**config.mk**
```make
export PLATFORM = sky130hd
export DESIGN_NAME = reg_file_sb
export DESIGN_NICKNAME = d
export VERILOG_FILES = /design/src/rtl/reg_file_sb.sv
export SDC_FILE = /design/constraint.sdc
export NUM_CORES = 1
export LEC_CHECK = 0
export ABC_AREA = 1
export BUFFER_PORTS_ARGS = -buffer_cell sky130_fd_sc_hd__buf_4
export CAP_MARGIN = 5
export CORE_ASPECT_RATIO = 0.6
export CORE_MARGIN = 2
export CORE_UTILIZATION = 30
export CTS_CLUSTER_DIAMETER = 60
export CTS_CLUSTER_SIZE = 12
export DETAILED_ROUTE_END_ITERATION = 16
export RECOVER_POWER = 100
export REMOVE_ABC_BUFFERS = 1
export SETUP_SLACK_MARGIN = 0.5
export SLEW_MARGIN = 5
export SYNTH_ARGS = -nofsm -noshare
export SYNTH_HDL_FRONTEND = slang
export SYNTH_SLANG_ARGS = --single-unit
```
**constraint.sdc**
```tcl
create_clock -name clk -period 3.4 [get_ports clk]
set_input_delay 0.17 -clock clk [delete_from_list [all_inputs] [get_ports clk]]
set_output_delay 0.17 -clock clk [all_outputs]
set_load 0.01 [all_outputs]
```
**src/rtl/reg_file_sb.sv**
```systemverilog
// Two-read/one-write register file with same-edge write bypass and a pending-write scoreboard.
// Latency: one falling clk edge for data/busy/pend_cnt; no backpressure; en=0 freezes all state.
// Optional: define ZERO_REG_EN to hard-wire register 0 to zero and never pending.
module reg_file_sb #(
    parameter int DATA_W = 16,
    parameter int ADDR_W = 3
) (
    input  logic              clk,
    input  logic              rst_n,
    input  logic              en,
    input  logic              we,
    input  logic [ADDR_W-1:0] sel_a,
    input  logic [ADDR_W-1:0] sel_b,
    input  logic [ADDR_W-1:0] sel_d,
    input  logic [DATA_W-1:0] data_d,
    input  logic              rsv_en,
    input  logic [ADDR_W-1:0] rsv_sel,
    output logic [DATA_W-1:0] data_a,
    output logic [DATA_W-1:0] data_b,
    output logic              busy_a,
    output logic              busy_b,
    output logic [ADDR_W:0]   pend_cnt
);
    localparam int NUM_REGS = 1 << ADDR_W;

    logic [DATA_W-1:0]   regs [NUM_REGS];
    logic [NUM_REGS-1:0] pending;
    logic [NUM_REGS-1:0] pending_next;
    logic [ADDR_W:0]     cnt_next;
    logic                wr_ok;
    logic [DATA_W-1:0]   rd_a;
    logic [DATA_W-1:0]   rd_b;

    // Reservation is applied after the writeback clear so a re-issue to the same register wins.
    always_comb begin
        wr_ok        = we;
        pending_next = pending;
        if (we)
            pending_next[sel_d] = 1'b0;
        if (rsv_en)
            pending_next[rsv_sel] = 1'b1;
`ifdef ZERO_REG_EN
        if (sel_d == '0)
            wr_ok = 1'b0;
        pending_next[0] = 1'b0;
`endif
    end

    always_comb begin
        cnt_next = '0;
        for (int i = 0; i < NUM_REGS; i++)
            cnt_next = cnt_next + {{ADDR_W{1'b0}}, pending_next[i]};
    end

    // Register 0 is never written when hard-wired, so its reset value of zero also covers the bypass.
    always_comb begin
        rd_a = (wr_ok && (sel_a == sel_d)) ? data_d : regs[sel_a];
        rd_b = (wr_ok && (sel_b == sel_d)) ? data_d : regs[sel_b];
    end

    always_ff @(negedge clk or negedge rst_n) begin
        if (!rst_n) begin
            for (int i = 0; i < NUM_REGS; i++)
                regs[i] <= '0;
            pending  <= '0;
            data_a   <= '0;
            data_b   <= '0;
            busy_a   <= 1'b0;
            busy_b   <= 1'b0;
            pend_cnt <= '0;
        end else if (en) begin
            if (wr_ok)
                regs[sel_d] <= data_d;
            pending  <= pending_next;
            data_a   <= rd_a;
            data_b   <= rd_b;
            busy_a   <= pending_next[sel_a];
            busy_b   <= pending_next[sel_b];
            pend_cnt <= cnt_next;
        end
    end

endmodule
```
==> run metrics <==
die footprint 33200 um2; worst slew pin tran ~1.4 ns; RSZ-0062 raised after global routing yes; crit start category input port; synth warn 0; Post-route DRC 0; sequential share of the synthesized area 45.8%; CP max stage delay around 0.16 ns; IO Port Bufs 70; met2 GRT Util ~30%; number of antenna diodes 0; P_int 4.57 mW; Final Power 6.82 mW; Setup Viol. Count Final 23; # IOs slightly above 70; RR Startpoint pending[3]; commonest non-fill, non-tap cells in the layout nand2_1 (274), dfrtn_1 (174), o21ai_0 (159); Final Util 39.6%; Cell Chain, Critical Path buf_6 -> nor2_4 -> nand2_2 -> buf_4 -> buf_4 -> buf_4 -> buf_4 -> buf_4 -> buf_4 -> buf_4 -> buf_4 -> buf_4 -> buf_4 -> buf_4 -> buf_4 -> buf_4 -> buf_4 -> buf_4 -> buf_4 -> nor2_2 -> inv_2 -> buf_12 -> nand2_1 -> o21ai_1; GPL Wtd Cong 0.881; PD cells between 500 and 600 nW/um2; busiest layer in global routing met2; core area 31200 um2; Hold Fails Final Rpt 0; commonest non-fill, non-tap cell in the layout nand2_1; switching share of power 33.0%; Slew headroom about 5.0%; Min-Delay Startpoint data_b[6]; M3 GR Usage 5.11%; num rows 50; Max Transition Viols Final 0; die height 142 um; gr ovfl total 0; setup TNS -23.39 ns; Final nets 1442; Syn Inst Count 1254; sequential fraction of design power 42.0%; Worst Reg-to-Reg Cells 12; CTS Buffer Depth 2; hpwl dp 21100 um; TritonCTS clock tree yes; WP buf/inv 19; combinational fraction of design power between 20 and 30%; placed cell area 11000 um2; Clock power frac ~29%; VDD IR-drop max 0.373 mV; kind of critical path in2reg; Critical Path AT 3.03 ns; failing checks setup timing; status finished with violations; Initial DRC Count 1191; maxcap violations 0; ys flop type dfrtn_1; Routed wire per std cell 19.4 um; Reg clk slew, reported paths ~0.050 ns; Switch Pwr 2.25 mW; number of global-route vias before repair 9084; H-tree levels 4; Critical Path RT about 2 ns; #FFs+latches synth between 150 and 200; number of cells on the critical path 24; Finished Cell Area 12400 um2; layout cell share with drive strength beyond 1 about a quarter; ANT nets after route 0; Area Overhead vs Synth 30.0%; GR Util All Layers 20.5%; Pre-antenna DRT Iters 6; initial antenna violation count 0; WL final 35400 um; Worst Hold End data_b[6]; placed cells 1741; slowest cell on the critical path buf_12; initial core utilization between 30% and 40%; clk sinks 174; Final WS setup -1.07 ns; Num CTS Buffers 17; worst skew pair latency 0.42 ns; number of synthesized flops with an enable pin 0; Post-Syn Area per Cell 7.59 um2; Unique masters post-synth 33; met1 GRT Util 29.4%; Crit. End Element flop; largest net degree at the start of global routing 57; die width 234 um; worst-path fanout max 18; RR Endpoint pend_cnt[1]; hold-fix buffers at CTS 0; R2R setup slack 0.20 ns; dpl ws -1.67 ns; post-synthesis cell area ~9500 um2; WHS between 0.4 and 0.5 ns; Final Non-Filler Cells 1829; Hold WC Path Type reg2reg; DR vias/cell roughly 5.4; WHS Path Cells 2; Crit path top cell by count buf_4; asr flop ratio synth between 90% and 100%; routed vias 9816; Leak 5.71 nW; clk root buf clkbuf_16; first-pass GRT wire length 51900 um; Worst path top cell family by delay buffers and inverters; Final Skew 0.00592 ns
[area by class of cell]
| class | instances | area, um2 |
|---|---|---|
| multi-input cells | 913 | 4570 |
| clock buffers | 25 | 515 |
| repair buffers | 216 | 2020 |
| fillers | 3132 | 18900 |
| clock inverters | 5 | 55.1 |
| inverters | 80 | 334 |
| well taps | 416 | 520 |
| flip-flops and latches | 174 | 4350 |
[metal layers]
layer  routed length, um  part of all wire [%]
met2               14700                    41
met1               15900                    45
met3                3690                    10
met5                   0                     0
met4                1170                   3.3
[how the worst max path moves through the flow]
stage | from | end | slack [ns]
2_1_floorplan | we | pend_cnt[2] | -1.49
3_3_place_gp | we | pend_cnt[2] | -1.65
3_5_place_dp | we | pend_cnt[2] | -1.67
4_1_cts | sel_d[0] | pend_cnt[1] | -0.99
5_1_grt | we | pending[0] | -1.14
6_report | sel_d[2] | regs[124] | -1.07
[state kept, by name, indices dropped and copies added, names as in the netlist]
name / cells
regs: 128
data_a: 16
data_b: 16
pending: 8
pend_cnt: 4
busy_a: 1
busy_b: 1
[kinds of logic (layout without fill, tap and decap cells)]
family                     Yosys count  in the layout  synth area share [%]
AOI/OAI and AO/OA                  409            409                  22.9
xor gates and xnor gates             2              2                 0.184
adders and majority gates            7              7                  1.24
buffers and inverters              167            326                  8.65
DFF                                174            174                  45.8
and+or+nand+nor                    495            495                  21.3
[synth_stat cells, types with 4 or more instances]
master    number  share of area [%]
a21oi_1       58                3.1
buf_1          5               0.20
buf_2         56                2.9
buf_4         10               0.79
buf_6          7               0.83
clkbuf_1       6               0.24
dfrtn_1      174                 46
fa_1           4               0.84
inv_1         66                2.6
inv_2          9               0.36
nand2_1      285                 11
nand2_2        5               0.33
nand3_1       57                3.0
nand4_1        6               0.39
nor2_1       125                4.9
nor2_2        10               0.66
o211ai_1      18                1.4
o21ai_0      172                9.0
o21ai_1      116                6.1
o21ai_2       11                1.0
o22ai_1       33                2.2
[power by group through the flow]
| stage | clock [mW] | combinational, mW | sequential, mW |
|---|---|---|---|
| finish | 1.96 | 2.00 | 2.86 |
| floorplan | 0 | 0.944 | 2.83 |
| global placement | 0 | 1.62 | 2.86 |
| detailed placement | 0 | 1.67 | 2.87 |
| global route | 2.09 | 2.23 | 2.91 |
| CTS | 2.00 | 1.82 | 2.85 |
[worst register-to-register path, delay by kind of cell (launching register included)]
kind / cells / cell delay, ns
AO/OA/AOI/OAI: 1 / 0.05
buffers and inverters: 4 / 0.27
AND/OR/NAND/NOR: 2 / 0.24
flip-flops: 1 / 0.49
adder cells (fa/ha/maj): 5 / 2.02
[timing repair]
item / CTS / global route
setup buffers: 40 / 13
endpoints found under the hold margin: 0 / 0
setup endpoints to repair: 7 / 62
pin swaps: 16 / 17
cloned: 0 / 5
gates resized for setup: 37 / 95
Power figures use the tool's default switching activity.
